File: src/rtl/id_pkg.sv
// Shared decode constants and the control bundle carried in the ID/EX register.
package id_pkg;

  localparam logic [5:0] OP_RTYPE = 6'b000000;
  localparam logic [5:0] OP_LW    = 6'b100011;
  localparam logic [5:0] OP_SW    = 6'b101011;
  localparam logic [5:0] OP_ADDI  = 6'b001000;
  localparam logic [5:0] OP_ANDI  = 6'b001100;
  localparam logic [5:0] OP_ORI   = 6'b001101;
  localparam logic [5:0] OP_BEQ   = 6'b000100;

  localparam logic [5:0] FN_ADD = 6'b100000;
  localparam logic [5:0] FN_SUB = 6'b100010;
  localparam logic [5:0] FN_AND = 6'b100100;
  localparam logic [5:0] FN_OR  = 6'b100101;

  typedef struct packed {
    logic       reg_wr;
    logic       mem_rd;
    logic       mem_wr;
    logic       branch;
    logic       use_imm;
    logic       illegal;
    logic [5:0] alu_fn;
  } ctrl_t;

endpackage

File: src/rtl/id_decoder.sv
// Combinational opcode decode: control flags, destination,
// operand usage and extended immediate.
module id_decoder
  import id_pkg::*;
#(
  parameter int DATA_W = 32,
  parameter int ADDR_W = 5
) (
  input  logic [DATA_W-1:0] instr,
  output ctrl_t             ctrl,
  output logic [DATA_W-1:0] imm,
  output logic [ADDR_W-1:0] dest,
  output logic              uses_rs,
  output logic              uses_rt
);

  logic [5:0]        op;
  logic [5:0]        funct;
  logic [ADDR_W-1:0] rt;
  logic [ADDR_W-1:0] rd;
  logic              sext;

  assign op    = instr[31:26];
  assign funct = instr[5:0];
  assign rt    = instr[16 +: ADDR_W];
  assign rd    = instr[11 +: ADDR_W];

  always_comb begin
    ctrl    = '0;
    dest    = '0;
    uses_rs = 1'b1;
    uses_rt = 1'b0;
    sext    = 1'b1;
    unique case (1'b1)
      (op == OP_RTYPE): begin
        dest        = rd;
        ctrl.reg_wr = 1'b1;
        ctrl.alu_fn = funct;
        uses_rt     = 1'b1;
      end
      (op == OP_LW): begin
        dest         = rt;
        ctrl.reg_wr  = 1'b1;
        ctrl.mem_rd  = 1'b1;
        ctrl.use_imm = 1'b1;
        ctrl.alu_fn  = FN_ADD;
      end
      (op == OP_SW): begin
        ctrl.mem_wr  = 1'b1;
        ctrl.use_imm = 1'b1;
        ctrl.alu_fn  = FN_ADD;
        uses_rt      = 1'b1;
      end
      (op == OP_ADDI): begin
        dest         = rt;
        ctrl.reg_wr  = 1'b1;
        ctrl.use_imm = 1'b1;
        ctrl.alu_fn  = FN_ADD;
      end
      (op == OP_ANDI): begin
        dest         = rt;
        ctrl.reg_wr  = 1'b1;
        ctrl.use_imm = 1'b1;
        ctrl.alu_fn  = FN_AND;
        sext         = 1'b0;
      end
      (op == OP_ORI): begin
        dest         = rt;
        ctrl.reg_wr  = 1'b1;
        ctrl.use_imm = 1'b1;
        ctrl.alu_fn  = FN_OR;
        sext         = 1'b0;
      end
      (op == OP_BEQ): begin
        ctrl.branch = 1'b1;
        ctrl.alu_fn = FN_SUB;
        uses_rt     = 1'b1;
      end
      default: begin
        ctrl.illegal = 1'b1;
        uses_rs      = 1'b0;
      end
    endcase
    // r0 is hardwired, so writes to it are suppressed here
    if (dest == '0) ctrl.reg_wr = 1'b0;
  end

  assign imm = sext ? {{(DATA_W-16){instr[15]}}, instr[15:0]}
                    : {{(DATA_W-16){1'b0}}, instr[15:0]};

endmodule

File: src/rtl/id_stage.sv
// Instruction decode stage: regfile read, WB bypass, load-use
// stall and the ID/EX pipeline register.
module id_stage
  import id_pkg::*;
#(
  parameter int DATA_W = 32,
  parameter int ADDR_W = 5,
  parameter int PC_W   = 32
) (
  input  logic              Clk,
  input  logic              Rst_n,
  input  logic              in_valid,
  output logic              in_ready,
  input  logic [DATA_W-1:0] in_instr,
  input  logic [PC_W-1:0]   in_pc,
  input  logic              flush,
  output logic [ADDR_W-1:0] Ard1,
  output logic [ADDR_W-1:0] Ard2,
  input  logic [DATA_W-1:0] Dout1,
  input  logic [DATA_W-1:0] Dout2,
  input  logic              wb_en,
  input  logic [ADDR_W-1:0] wb_addr,
  input  logic [DATA_W-1:0] wb_data,
  output logic              out_valid,
  input  logic              out_ready,
  output logic [PC_W-1:0]   out_pc,
  output logic [DATA_W-1:0] out_rs_val,
  output logic [DATA_W-1:0] out_rt_val,
  output logic [DATA_W-1:0] out_imm,
  output logic [ADDR_W-1:0] out_dest,
  output logic              out_reg_wr,
  output logic              out_mem_rd,
  output logic              out_mem_wr,
  output logic              out_branch,
  output logic              out_use_imm,
  output logic [5:0]        out_alu_fn,
  output logic              out_illegal
);

  logic [ADDR_W-1:0] rs, rt;
  ctrl_t             dec_ctrl;
  logic [DATA_W-1:0] dec_imm;
  logic [ADDR_W-1:0] dec_dest;
  logic              uses_rs, uses_rt;
  logic [DATA_W-1:0] rs_val, rt_val;
  logic              hazard, adv, load;

  logic              valid_q, valid_d;
  logic [PC_W-1:0]   pc_q, pc_d;
  logic [DATA_W-1:0] rs_val_q, rs_val_d;
  logic [DATA_W-1:0] rt_val_q, rt_val_d;
  logic [DATA_W-1:0] imm_q, imm_d;
  logic [ADDR_W-1:0] dest_q, dest_d;
  ctrl_t             ctrl_q, ctrl_d;

  assign rs   = in_instr[21 +: ADDR_W];
  assign rt   = in_instr[16 +: ADDR_W];
  assign Ard1 = rs;
  assign Ard2 = rt;

  id_decoder #(
    .DATA_W(DATA_W),
    .ADDR_W(ADDR_W)
  ) u_dec (
    .instr  (in_instr),
    .ctrl   (dec_ctrl),
    .imm    (dec_imm),
    .dest   (dec_dest),
    .uses_rs(uses_rs),
    .uses_rt(uses_rt)
  );

  function automatic logic [DATA_W-1:0] opnd(
    input logic [ADDR_W-1:0] a,
    input logic [DATA_W-1:0] rf,
    input logic              we,
    input logic [ADDR_W-1:0] wa,
    input logic [DATA_W-1:0] wd
  );
    if (a == '0)            return '0;
    if (we && (wa == a))    return wd;
    return rf;
  endfunction

  assign rs_val = opnd(rs, Dout1, wb_en, wb_addr, wb_data);
  assign rt_val = opnd(rt, Dout2, wb_en, wb_addr, wb_data);

  assign hazard = valid_q && ctrl_q.mem_rd && (dest_q != '0) &&
                  ((uses_rs && (rs == dest_q)) ||
                   (uses_rt && (rt == dest_q)));
  assign adv      = !valid_q || out_ready;
  assign load     = adv && in_valid && !hazard;
  assign in_ready = Rst_n && (flush || (adv && !hazard));

  always_comb begin
    valid_d  = valid_q;
    pc_d     = pc_q;
    rs_val_d = rs_val_q;
    rt_val_d = rt_val_q;
    imm_d    = imm_q;
    dest_d   = dest_q;
    ctrl_d   = ctrl_q;
    if (flush || (adv && !load)) begin
      valid_d = 1'b0;
      ctrl_d  = '0;
    end else if (load) begin
      valid_d  = 1'b1;
      pc_d     = in_pc;
      rs_val_d = rs_val;
      rt_val_d = rt_val;
      imm_d    = dec_imm;
      dest_d   = dec_dest;
      ctrl_d   = dec_ctrl;
    end
  end

  always_ff @(posedge Clk or negedge Rst_n) begin
    if (!Rst_n) begin
      valid_q  <= 1'b0;
      pc_q     <= '0;
      rs_val_q <= '0;
      rt_val_q <= '0;
      imm_q    <= '0;
      dest_q   <= '0;
      ctrl_q   <= '0;
    end else begin
      valid_q  <= valid_d;
      pc_q     <= pc_d;
      rs_val_q <= rs_val_d;
      rt_val_q <= rt_val_d;
      imm_q    <= imm_d;
      dest_q   <= dest_d;
      ctrl_q   <= ctrl_d;
    end
  end

  assign out_valid   = valid_q;
  assign out_pc      = pc_q;
  assign out_rs_val  = rs_val_q;
  assign out_rt_val  = rt_val_q;
  assign out_imm     = imm_q;
  assign out_dest    = dest_q;
  assign out_reg_wr  = ctrl_q.reg_wr;
  assign out_mem_rd  = ctrl_q.mem_rd;
  assign out_mem_wr  = ctrl_q.mem_wr;
  assign out_branch  = ctrl_q.branch;
  assign out_use_imm = ctrl_q.use_imm;
  assign out_alu_fn  = ctrl_q.alu_fn;
  assign out_illegal = ctrl_q.illegal;

endmodule

File: config.mk
export PLATFORM = sky130hd
export DESIGN_NAME = id_stage
export DESIGN_NICKNAME = d
export VERILOG_FILES = /design/src/rtl/id_pkg.sv /design/src/rtl/id_decoder.sv /design/src/rtl/id_stage.sv
export SDC_FILE = /design/constraint.sdc
export NUM_CORES = 1
export LEC_CHECK = 0
export ABC_AREA = 1
export CAP_MARGIN = 15
export CORE_MARGIN = 3
export CORE_UTILIZATION = 40
export DETAILED_ROUTE_END_ITERATION = 16
export GPL_TIMING_DRIVEN = 0
export PLACE_DENSITY = 0.78
export SETUP_SLACK_MARGIN = 0.2
export SLEW_MARGIN = 20
export SYNTH_ARGS = -nofsm -noshare
export SYNTH_HDL_FRONTEND = slang
export SYNTH_SLANG_ARGS = --single-unit
File: constraint.sdc
create_clock -name Clk -period 4.4 [get_ports Clk]
set_input_delay 0.66 -clock Clk [delete_from_list [all_inputs] [get_ports Clk]]
set_output_delay 0.66 -clock Clk [all_outputs]
set_load 0.02 [all_outputs]
# [Word-level counts from Yosys, hierarchy flattened]
# Cells that the tools add are included.
[word_totals] output_inout_bits=157 word_cells=87 inputBits=171 reg_bits=146
[op_classes] bitwise=1 muxes=30 reduce_logical=33 n_eq_ne=10
[op_table] cell="$mux W32" count=9
[op_table] cell="$pmux W6 S5" count=1
[op_table] cell="$mux W12" count=2
[op_table] cell="$eq A5 B5 Y1" count=4
[op_table] cell="$eq A6 B4 Y1 const B" count=3
[op_table] cell="$mux W1" count=17
[op_table] cell="$logic_not A5 Y1" count=3
[op_table] cell="$eq A6 B6 Y1 const B" count=2
[op_table] cell="$logic_and A1 B1 Y1" count=12
[op_table] cell="$pmux W5 S2" count=1
[op_table] cell="$reduce_or A5 Y1" count=2
[op_table] cell="$reduce_or A7 Y1" count=1
[op_table] cell="$eq A6 B3 Y1 const B" count=1
[op_table] cell="$logic_not A6 Y1" count=1
[op_table] cell="$reduce_or A3 Y1" count=2
[op_table] cell="$reduce_bool A5 Y1" count=1
[op_table] cell="$logic_or A1 B1 Y1" count=4
[op_table] cell="$reduce_or A4 Y1" count=1
[op_table] cell="$logic_not A1 Y1" count=3
[op_table] cell="$reduce_and A2 Y1" count=1
[op_table] cell="$reduce_bool A2 Y1" count=1
[op_table] cell="$reduce_or A2 Y1" count=1
[op_table] cell="$not A1 Y1" count=1

# [Depth between registers and ports, before layout]
# Gate-level depths: netlist of the first run.
[depth] ltp_word=13 ltp_mapped=16

# [Cells and area by module]
# Synthesis of the first run repeated with hierarchy kept, for this count alone.
[unflattened] hier_cells=1181 area_unflattened_um2=7955.1
[modules_own_cells] module="id_stage" n_inst=1 area_per_inst_um2=7395.8 cells_per_inst=1086
[modules_own_cells] module="id_decoder" n_inst=1 area_per_inst_um2=559.3 cells_per_inst=95

# [Least setup slack after synthesis of the first run]
# Ideal clock, no wire load.
[synth_timing] kind="input to output" from="input in_instr[31]" to="output in_ready" path_stages=10 n_path_buf=0 required_time_ps=3740 t_arrival_ps=1615 setup_slack_ps=2125 path_cell_list="nor2_2 > nand2_1 > nor2_4 > inv_2 > nand2_1 > nand2_1 > nand2_1 > nand2_2 > a21oi_1 > nor2_1"
[synth_between] elab_chain_len=10 word_cells_on_any_way=19 classes_between="eq/ne (6); mux (2); reduce/logical (11)"
[synth_lines] element="from (decl)" line="id_stage.sv:14" rtl="input logic [DATA_W-1:0] in_instr,"
[synth_lines] element="$eq A6 B3 Y1, or another cell as far along" line="id_decoder.sv:74" rtl="(op == OP_BEQ): begin"
[synth_lines] element="$reduce_or A7 Y1 (no source line) or $reduce_or A3 Y1 (tied branches)"
[synth_lines] element="$mux W1" line="id_decoder.sv:34" rtl="unique case (1'b1)"
[synth_lines] element="$logic_and A1 B1 Y1, on equally long branches" line="id_stage.sv:89, id_stage.sv:90"
[synth_lines] element="$logic_or A1 B1 Y1 (*)" line="id_stage.sv:89" rtl="((uses_rs && (rs == dest_q)) ||"
[synth_lines] element="$logic_and A1 B1 Y1 (*)" line="id_stage.sv:88" rtl="assign hazard = valid_q && ctrl_q.mem_rd && (dest_q != '0) &&"
[synth_lines] element="$logic_not A1 Y1 (*)" line="id_stage.sv:93" rtl="assign in_ready = Rst_n && (flush || (adv && !hazard));"
[synth_lines] element="$logic_and A1 B1 Y1 (*)" line="id_stage.sv:93"
[synth_lines] element="$logic_or A1 B1 Y1 (*)" line="id_stage.sv:93"
[synth_lines] element="$logic_and A1 B1 Y1 (*)" line="id_stage.sv:93"
[synth_lines] element="to (decl)" line="id_stage.sv:13" rtl="output logic in_ready,"
# Mark *: on every way between the ends. The rest lies on a longest branch, timed or not.

# [Worst setup path in the final report of the first run]
[layout_timing] from="input in_instr[28]" to="output in_ready"
# The elaborated chain is that of the path after synthesis.

==> results of run 1 <==
worst min path at each step:
stage / slack (ns) / end / from / cells past startpoint
after floorplan: 0.36 / out_alu_fn[0] / Rst_n / 0
after global placement: 0.47 / out_imm[12] / out_imm[12] / 2
after detailed placement: 0.47 / out_alu_fn[0] / out_alu_fn[0] / 2
after CTS: 0.22 / out_alu_fn[1] / Rst_n / 1
after global routing: 0.24 / out_alu_fn[1] / Rst_n / 1
final: 0.19 / out_alu_fn[1] / Rst_n / 1
layout by cell type (no fill, tap or decap), types with 2 or more instances in the layout:
master and n:
nor2_1 83, inv_2 4, o22ai_1 3, xor2_1 2
clkinv_4 2, a22oi_1 3, clkdlybuf4s50_1 326, o211ai_1 33
buf_4 31, bufinv_16 3, nor3_1 3, xnor2_1 8
a211oi_1 2, o21ai_0 37, o21ai_1 61, nand2_1 218
nand3_1 18, a21oi_1 7, inv_1 164, buf_2 12
clkbuf_16 17, clkbuf_1 33, clkinv_2 3, a21boi_0 33
buf_6 6, nand4_1 34, dfrtp_1 131
cell families after synthesis:
logic type	synth area share
AOI/OAI and AO/OA	0.156
and+or+nand+nor	0.212
xor gates and xnor gates	0.0124
DFF	0.465
buffers and inverters	0.155
flip-flops by register name, summed over array words and instances (netlist names):
| register | flops |
|---|---|
| out_alu_fn | 6 |
| out_branch | 1 |
| out_dest | 5 |
| out_illegal | 1 |
| out_imm | 17 |
| out_mem_rd | 1 |
| out_mem_wr | 1 |
| out_pc | 32 |
| out_reg_wr | 1 |
| out_rs_val | 32 |
| out_rt_val | 32 |
| out_use_imm | 1 |
| out_valid | 1 |
metal layers:
metal / vias to the layer above / share of wire / global-route usage
met1: 3560 / 0.41 / 0.317
met5: - / 0.00035 / 0
met4: 2 / 0.025 / 0.0834
met2: 290 / 0.50 / 0.455
li1: 3606 / - / -
met3: 47 / 0.060 / 0.0621
Yosys cell counts (2+ instances only):
cell / count / area (µm²)
nand2_1: 218 / 818
inv_1: 164 / 616
dfrtp_1: 131 / 3280
nor2_1: 83 / 312
o21ai_1: 61 / 305
o21ai_0: 37 / 185
nand4_1: 34 / 213
a21boi_0: 33 / 248
o211ai_1: 33 / 248
buf_4: 31 / 233
clkbuf_1: 28 / 105
nand3_1: 18 / 90.1
buf_2: 12 / 60.1
xnor2_1: 8 / 70.1
a21oi_1: 7 / 35.0
buf_6: 6 / 67.6
inv_2: 4 / 15.0
a22oi_1: 3 / 22.5
nor3_1: 3 / 15.0
o22ai_1: 3 / 18.8
a211oi_1: 2 / 15.0
xor2_1: 2 / 17.5
where the power goes:
group	total (W)	switching, W	internal (W)
combinational	0.00127	0.000644	0.000622
sequential	0.00147	0.0000993	0.00137
clock	0.00144	0.000532	0.000905
total	0.00417	0.00128	0.00290
worst max-delay path, stage by stage:
cell,delay [ns]
clkdlybuf4s50_1,0.50
nor2_1,0.23
inv_2,0.07
nor2_4,0.23
inv_2,0.07
nand2_1,0.07
nand2_1,0.05
nand2_1,0.08
nand2_2,0.08
a21oi_1,0.15
nor2_1,0.05
clkdlybuf4s50_1,0.53
metrics by stage:
| step | hold slack, ns | std cells | util | worst slack (ns) | instance area, µm² |
|---|---|---|---|---|---|
| 2_1_floorplan | 0.364 | 930 | - | 2.12 | 7060 |
| 3_3_place_gp | 0.466 | 1477 | 0.626 | -2.89 | 10600 |
| 3_5_place_dp | 0.473 | 1478 | 0.628 | 0.925 | 10600 |
| 4_1_cts | 0.225 | 1510 | 0.663 | 0.980 | 11200 |
| 5_1_grt | 0.241 | 1511 | 0.663 | 0.743 | 11200 |
| 6_report | 0.195 | 1511 | 0.663 | 0.977 | 11200 |
area by class of cell:
| type | instances | area, µm² | area share |
|---|---|---|---|
| antenna | 1 | 2.50 | 0.000223 |
| buffer | 77 | 465 | 0.0415 |
| clock buffer | 23 | 458 | 0.0408 |
| clock inverter | 9 | 130 | 0.0116 |
| inverter | 168 | 631 | 0.0562 |
| multi-input combinational | 554 | 2680 | 0.239 |
| sequential | 131 | 3280 | 0.292 |
| tap | 220 | 275 | 0.0245 |
| timing repair buffer | 328 | 3310 | 0.294 |
==> metrics.md, run 1 <==
| Metric | Value |
|---|---|
| Pleak | `5.57 nW` |
| Fin Setup TNS | `0 ns` |
| Vias in the first global route | `7424` |
| Startpoint types | `input port` |
| Crit path kind | `input port to output pin` |
| Critical Path RT | `3.74 ns` |
| Crit path time final | `3.42 ns` |
| Total GRT Usage | `0.260` |
| Maximum vdd drop | `0.263 mV` |
| Hold Crit Class | `input port to async pin` |
| Mapped Avg Cell Area | `7.59 µm²` |
| DR vias/cell | `4.97` |
| CTS resizes | `0` |
| Number of routed nets with antenna violations | `0` |
| Clock slew seen by the registers of the worst setup and hold paths | `0.06 ns` |
| Grt total ovfl | `0` |
| Post-Synthesis Cell Area | `7060 µm²` |
| Initial core utilization | `0.417` |
| Via count | `7505` |
| CP Max Fanout | `9` |
| Critical Path Sink Type | `output pin` |
| R2R Path End | `out_imm[10]` |
| Hold_buf cts | `0` |
| Share of flip-flops with an asynchronous set or reset | `1.00` |
| Worst slew margin | `0.343` |
| Iteration-0 DRC Markers | `444` |
| Detailed Routing Iterations Pass 1 | `5` |
| Number of fill cells in the layout | `1430` |
| Clk_skew | `0.0106 ns` |
| CP startpoint | `in_instr[28]` |
| Cells after Synth | `930` |
| Initial antenna violation count | `2` |
| Worst Path Arrival | `2.76 ns` |
| Post-synth top flop | `dfrtp_1` |
| Max cap viols | `0` |
| Flops & latches, synth | `131` |
| Root Buffer | `clkbuf_16` |
| Worst Reg2Reg Path Length in Cells | `10` |
| TritonCTS clock tree | `built` |
| PortBufs | `327` |
| Sink Count | `131` |
| Clock latency on the worst-skew pair | `0.42 ns` |
| Final WL | `25600 µm` |
| Max Fclk | `292 MHz` |
| Drt wl/cell | `16.9 µm` |
| Die area | `19300 µm²` |
| Largest net degree at the start of global routing | `73` |
| Layout cells sized above 1 | `0.0674` |
| CTS max path bufs | `2` |
| Placer congestion estimate | `0.884` |
| Die extent in x | `139 µm` |
| Setup Fix Bufs, Post-CTS | `0` |
| Status | `finished, final reports clean` |
| Layout Nets | `1448` |
| Layout area overhead | `59.1%` |
| Sequential-to-total area share from yosys stat | `0.465` |
| Period utilisation layout | `0.778` |
| Worst Setup EP | `in_ready` |
| Total core area | `16900 µm²` |
| Synth Net Count | `1101` |
| Tot Pwr | `0.00417 W` |
| RSZ-0062 raised after global routing | `false` |
| EDFF count, synth | `0` |
| Flop2flop setup slack | `2.26 ns` |
| # rows | `47` |
| Hpwl dp | `19500 µm` |
| I/O Pins | `328` |
| Synth cell types | `31` |
| Height of the die | `139 µm` |
| Total CTS buffers | `17` |
| DRC viols | `0` |
| # setup viols final | `0` |
| First-pass GRT wire length | `40100 µm` |
| Synth Warn # | `0` |
| Max-slew violations | `0` |
| Worst r2r src | `out_dest[1]` |
| Worst Max-Slew Pin Slew | `0.978 ns` |
| Fin. Hold Viols | `0` |
| Power density over cell area | `371 nW/µm²` |
| H-tree Lvls | `4` |
(Power assumes the default switching activity.)
==> run 2, diff against run 1 <==
==> constraint.sdc (replaced) <==
create_clock -name Clk -period 3.59 [get_ports Clk]
set_input_delay 0.5385 -clock Clk [delete_from_list [all_inputs] [get_ports Clk]]
set_output_delay 0.5385 -clock Clk [all_outputs]
set_load 0.02 [all_outputs]
==> run 2 against run 1 <==
Worst setup slack got worse by 0.37 ns. Non-clock buffer count unchanged. Core utilization about the same. Routed wire length about the same. Sequential share of layout area about the same. Clock power increased by 22%. Critical endpoint is now out_rt_val[12].
==> metrics.md, run 2 (same netlist as run 1, synthesis figures left out) <==
| Metric | Value |
|---|---|
| CP Max Fanout | `10 (was 9)` |
| CTS max path bufs | `2 (unchanged)` |
| Placed Cells | `1478 (unchanged)` |
| # setup viols final | `0 (unchanged)` |
| Clk_skew | `0.0102 ns (was 0.0106 ns)` |
| Fin Setup TNS | `0 ns (unchanged)` |
| Root Buffer | `clkbuf_16 (unchanged)` |
| Largest net degree at the start of global routing | `73 (unchanged)` |
| CP Buf/Inv Count | `2 (was 4)` |
| Clock latency on the worst-skew pair | `0.42 ns (about the same)` |
| Commonest non-fill, non-tap cell in the layout | `clkdlybuf4s50_1 (unchanged)` |
| PortBufs | `327 (unchanged)` |
| Total CTS buffers | `17 (unchanged)` |
| Detailed Routing Iterations Pass 1 | `7 (was 5)` |
| Hold_buf cts | `0 (unchanged)` |
| Critical Path Sink Type | `flip-flop (was output pin)` |
| Placer congestion estimate | `0.884 (unchanged)` |
| First-pass GRT wire length | `40100 µm (unchanged)` |
| Crit path kind | `input port to flip-flop (was input port to output pin)` |
| Max Fclk | `335 MHz` |
| Layout Nets | `1448 (unchanged)` |
| Initial antenna violation count | `2 (unchanged)` |
| Critical path, cell by cell | `clkdlybuf4s50_1 -> xor2_1 -> nor3_1 -> nand3_1 -> clkbuf_1 -> nand2_1 -> a21boi_0 -> nor2_1 -> nor2_1 (was clkdlybuf4s50_1 -> nor2_1 -> inv_2 -> nor2_4 -> inv_2 -> nand2_1 -> nand2_1 -> nand2_1 -> nand2_2 -> a21oi_1 -> nor2_1 -> clkdlybuf4s50_1)` |
| RSZ-0062 raised after global routing | `false (unchanged)` |
| Worst Path Arrival | `3.30 ns (was 2.76 ns)` |
| Initial core utilization | `0.417 (unchanged)` |
| Worst path most repeated cell | `nor2_1 (was nand2_1)` |
| CTS resizes | `0 (unchanged)` |
| Sink Count | `131 (unchanged)` |
| Crit path time final | `2.98 ns` |
| Clock slew seen by the registers of the worst setup and hold paths | `0.06 ns (about the same)` |
| Slowest cell on crit path | `nor3_1 (was clkdlybuf4s50_1)` |
| Pleak | `5.58 nW (was 5.57 nW)` |
| Slowest stage delay, CP | `0.81 ns (was 0.53 ns)` |
| H-tree Lvls | `4 (unchanged)` |
| Grt total ovfl | `0 (unchanged)` |
| Layout area overhead | `59.2% (was 59.1%)` |
| # rows | `47 (unchanged)` |
| Worst Max-Slew Pin Slew | `0.978 ns (about the same)` |
| Drt wl/cell | `16.9 µm (about the same)` |
| Maximum vdd drop | `0.322 mV (was 0.263 mV)` |
| Iteration-0 DRC Markers | `444 (unchanged)` |
| Height of the die | `139 µm (unchanged)` |
| Post-route insts no fill | `1511 (unchanged)` |
| Max-slew violations | `0 (unchanged)` |
| Startpoint types | `input port (unchanged)` |
| Critical Path RT | `3.90 ns (was 3.74 ns)` |
| Die extent in x | `139 µm (unchanged)` |
| Fin. Hold Viols | `0 (unchanged)` |
| Total core area | `16900 µm² (unchanged)` |
| DRC viols | `0 (unchanged)` |
| Period utilisation layout | `0.831` |
| Total GRT Usage | `0.260 (unchanged)` |
| Setup Fix Bufs, Post-CTS | `0 (unchanged)` |
| Layout cells sized above 1 | `0.0674 (unchanged)` |
| TritonCTS clock tree | `built (unchanged)` |
| Worst slew margin | `0.343 (about the same)` |
| Status | `finished, final reports clean (unchanged)` |
| Via count | `7527 (was 7505)` |
| Crit path max-delay family | `simple AND/OR/NAND/NOR gates (was buffers and inverters)` |
| Number of routed nets with antenna violations | `0 (unchanged)` |
| Hold Crit Class | `input port to async pin (unchanged)` |
| Max cap viols | `0 (unchanged)` |
| Hpwl dp | `19500 µm (unchanged)` |
| DR vias/cell | `4.98 (was 4.97)` |
| Final WL | `25600 µm (about the same)` |
| I/O Pins | `328 (unchanged)` |
| Die area | `19300 µm² (unchanged)` |
| Power density over cell area | `455 nW/µm² (was 371 nW/µm²)` |
| Vias in the first global route | `7424 (unchanged)` |
| Commonest cells after routing, fill and taps aside | `clkdlybuf4s50_1, nand2_1, inv_1 (unchanged)` |
-- run 2: cell count changes in the layout (fill, tap and decap cells not counted) --
cell	change
dlymetal6s2s_1	+1
clkdlybuf4s50_1	-1
-- run 2: path summary, 6_finish.rpt --
path                              start             end  slack [ns]  cells past startpoint
max in group asynchronous         Rst_n   out_rs_val[6]        2.80                      2
min in group Clk             out_imm[7]      out_imm[7]        0.48                      2
min                               Rst_n   out_alu_fn[1]        0.07                      1
min reg2reg                  out_imm[7]      out_imm[7]        0.48                      2
max reg2reg                 out_dest[1]     out_imm[10]        1.45                     10
max                        in_instr[20]  out_rt_val[12]        0.61                      9
-- run 2: metrics by stage --
step / utilization / worst slack (ns) / area, µm² / hold WS (ns) / total power, W
after floorplan: - / 1.56 / 7060 / 0.243 / 0.00251
after global placement: 0.626 / -3.48 / 10600 / 0.466 / 0.00335
after detailed placement: 0.628 / 0.237 / 10600 / 0.473 / 0.00338
after CTS: 0.663 / 0.413 / 11200 / 0.103 / 0.00514
after global routing: 0.663 / 0.454 / 11200 / 0.120 / 0.00533
final: 0.663 / 0.607 / 11200 / 0.0735 / 0.00511
-- run 2: layout make-up --
type / count / area (µm²)
clock inverter: 9 / 130
tap: 220 / 275
antenna: 1 / 2.50
sequential: 131 / 3280
buffer: 77 / 465
multi-input combinational: 554 / 2680
timing repair buffer: 328 / 3310
inverter: 168 / 631
fill: 1429 / 5710
clock buffer: 23 / 458
-- run 2: routing by layer --
metal / GRT usage / vias up / wire length (µm)
met4: 0.0834 / 2 / 647
met2: 0.455 / 310 / 12800
met1: 0.317 / 3560 / 10600
met5: 0 / - / 9
li1: - / 3606 / -
met3: 0.0621 / 49 / 1570
-- run 2: power breakdown --
part	leakage (nW)	switching, W	internal [W]	total [W]
Sequential	1.60	0.000122	0.00168	0.00180
Clock	0.285	0.000652	0.00111	0.00176
Combinational	3.69	0.000790	0.000763	0.00155
==> run 3, diff against run 2 <==
==> constraint.sdc (replaced) <==
create_clock -name Clk -period 3.1 [get_ports Clk]
set_input_delay 0.465 -clock Clk [delete_from_list [all_inputs] [get_ports Clk]]
set_output_delay 0.465 -clock Clk [all_outputs]
set_load 0.02 [all_outputs]
==> run 3 against run 2 <==
Cell count is the same. Power grew 16%. Design area is essentially flat. Highest routed layer unchanged. Combinational power grew 16%. First-iteration DRC count shrank 0.23%. Via count shrank 0.37%. Critical path type is now input port to output pin. Non-clock buffer count is the same.
==> metrics.md, run 3 (same netlist as run 1, synthesis figures left out) <==
| Metric | Value |
|---|---|
| Drt wl/cell | `17.0 µm (was 16.9 µm)` |
| Clock power share | `0.345 (was 0.344)` |
| Utilization after layout | `0.663 (about the same)` |
| Status | `finished, final reports clean (unchanged)` |
| Critical Path RT | `2.63 ns (was 3.90 ns)` |
| Crit path kind | `input port to output pin (was input port to flip-flop)` |
| Vias in the first global route | `7424 (unchanged)` |
| TritonCTS clock tree | `built (unchanged)` |
| Layout cells sized above 1 | `0.0705 (was 0.0674)` |
| DRC viols | `0 (unchanged)` |
| GR Util met1 | `0.317 (unchanged)` |
| Hpwl dp | `19500 µm (unchanged)` |
| Post-route insts no fill | `1511 (unchanged)` |
| Flop2flop setup slack | `0.96 ns (was 1.45 ns)` |
| Worst Max-Slew Pin Slew | `0.697 ns (was 0.978 ns)` |
| Sink Count | `131 (unchanged)` |
| Grt total ovfl | `0 (unchanged)` |
| Total CTS buffers | `17 (unchanged)` |
| Total core area | `16900 µm² (unchanged)` |
| Iteration-0 DRC Markers | `443 (was 444)` |
| Clock latency on the worst-skew pair | `0.42 ns (about the same)` |
| Comb pwr share | `0.304 (about the same)` |
| Worst Reg2Reg Path Length in Cells | `10 (unchanged)` |
| Die extent in x | `139 µm (unchanged)` |
| Placer congestion estimate | `0.884 (unchanged)` |
| Hold Crit Class | `input port to async pin (unchanged)` |
| Max cap viols | `0 (unchanged)` |
| PortBufs | `327 (unchanged)` |
| Number of routed nets with antenna violations | `0 (unchanged)` |
| Clock slew seen by the registers of the worst setup and hold paths | `0.06 ns (about the same)` |
| Worst r2r src | `out_dest[1] (unchanged)` |
| Initial core utilization | `0.417 (unchanged)` |
| Largest net degree at the start of global routing | `73 (unchanged)` |
| Register area | `3280 µm² (unchanged)` |
| Detailed Routing Iterations Pass 1 | `5 (was 7)` |
| Layout Nets | `1448 (unchanged)` |
| Period utilisation layout | `0.848` |
| Commonest cells after routing, fill and taps aside | `clkdlybuf4s50_1, nand2_1, inv_1 (unchanged)` |
| Worst Path Arrival | `2.16 ns (was 3.30 ns)` |
| Initial antenna violation count | `2 (unchanged)` |
| I/O Pins | `328 (unchanged)` |
| P_int | `0.00411 W (was 0.00355 W)` |
| Tot Pwr | `0.00592 W (was 0.00511 W)` |
| Number of fill cells in the layout | `1429 (unchanged)` |
| RSZ-0062 raised after global routing | `false (unchanged)` |
| Power density over cell area | `527 nW/µm² (was 455 nW/µm²)` |
| Setup Fix Bufs, Post-CTS | `0 (unchanged)` |
| Placed Cells | `1478 (unchanged)` |
| R2R Path End | `out_imm[10] (unchanged)` |
| Startpoint types | `input port (unchanged)` |
| Hold_buf cts | `0 (unchanged)` |
| Clk_skew | `0.0118 ns (was 0.0102 ns)` |
| Met2 usage | `0.455 (unchanged)` |
| Max Fclk | `380 MHz` |
| Pleak | `5.57 nW (was 5.58 nW)` |
| Final WL | `25600 µm (about the same)` |
| Die area | `19300 µm² (unchanged)` |
| H-tree Lvls | `4 (unchanged)` |
| Met3 Usage GRT | `0.0621 (unchanged)` |
| Maximum vdd drop | `0.371 mV (was 0.322 mV)` |
| Via count | `7499 (was 7527)` |
| Net switching fraction of the power | `0.306 (about the same)` |
| Crit path time final | `2.63 ns` |
| Max-slew violations | `0 (unchanged)` |
| Critical Path Sink Type | `output pin (was flip-flop)` |
| Height of the die | `139 µm (unchanged)` |
| Footprint of the multi-input gates | `2690 µm² (was 2680 µm²)` |
| Net Sw Power | `0.00181 W (was 0.00156 W)` |
| Sequential power share | `0.352 (about the same)` |
| # setup viols final | `0 (unchanged)` |
| CP Max Fanout | `9 (was 10)` |
| First-pass GRT wire length | `40100 µm (unchanged)` |
| Fin. Hold Viols | `0 (unchanged)` |
| Total GRT Usage | `0.260 (unchanged)` |
| CTS max path bufs | `2 (unchanged)` |
| Root Buffer | `clkbuf_16 (unchanged)` |
| Top Usage Layer GRT | `met2 (unchanged)` |
| # rows | `47 (unchanged)` |
| Worst slew margin | `0.536 (was 0.343)` |
| Commonest non-fill, non-tap cell in the layout | `clkdlybuf4s50_1 (unchanged)` |
| DR vias/cell | `4.96 (was 4.98)` |
| Layout area overhead | `59.2% (about the same)` |
-- run 3: power groups by stage --
stage          clock [W]  sequential, W  combinational [W]
6_report         0.00204        0.00208            0.00180
5_1_grt          0.00214        0.00211            0.00192
4_1_cts          0.00206        0.00208            0.00181
3_5_place_dp           0        0.00211            0.00180
3_3_place_gp           0        0.00210            0.00178
2_1_floorplan          0        0.00239           0.000526
-- run 3: metal layers --
layer  vias up  routed length (µm)
met3        47                1680
met5         -                   9
li1       3605                   -
met1      3531               10500
met4         2                 660
met2       314               12800
-- run 3: worst max path at each step --
stage	endpoint	slack, ns	cells past startpoint	startpoint
finish	in_ready	0.47	12	in_instr[28]
global route	in_ready	0.29	12	in_instr[28]
CTS	out_rt_val[6]	0.26	9	in_instr[20]
detailed placement	out_rt_val[4]	-0.18	9	in_instr[20]
global placement	out_rt_val[5]	-3.89	1	Rst_n
floorplan	in_ready	1.21	10	in_instr[31]
-- run 3: critical path, cell delays in order --
cell	delay, ns
clkdlybuf4s50_1	0.52
nor2_2	0.20
inv_2	0.06
nor2_4	0.23
inv_2	0.07
nand2_1	0.07
nand2_1	0.05
nand2_1	0.07
nand2_2	0.08
a21oi_1	0.14
nor2_1	0.05
clkbuf_2	0.15
-- run 3: layout make-up --
class,count,area share
clock inverters,9,0.0116
well taps,220,0.0245
repair buffers,328,0.294
diodes,1,0.000223
flip-flops and latches,131,0.292
inverters,168,0.0561
plain buffers,77,0.0414
clock buffers,23,0.0408
multi-input cells,554,0.240
-- run 3: stage by stage --
step / hold WS, ns / setup TNS (ns) / instance area, µm² / worst slack, ns
finish: 0.000881 / 0 / 11200 / 0.471
global route: 0.0464 / 0 / 11200 / 0.292
CTS: 0.0298 / 0 / 11200 / 0.257
detailed placement: 0.473 / -4.13 / 10600 / -0.180
global placement: 0.466 / -515.56 / 10600 / -3.89
floorplan: 0.169 / 0 / 7060 / 1.21
-- run 3: timing repair --
item                                    CTS  global route
resized for setup                         2             4
pin swaps                                 0             0
endpoints found under the setup margin    1            31
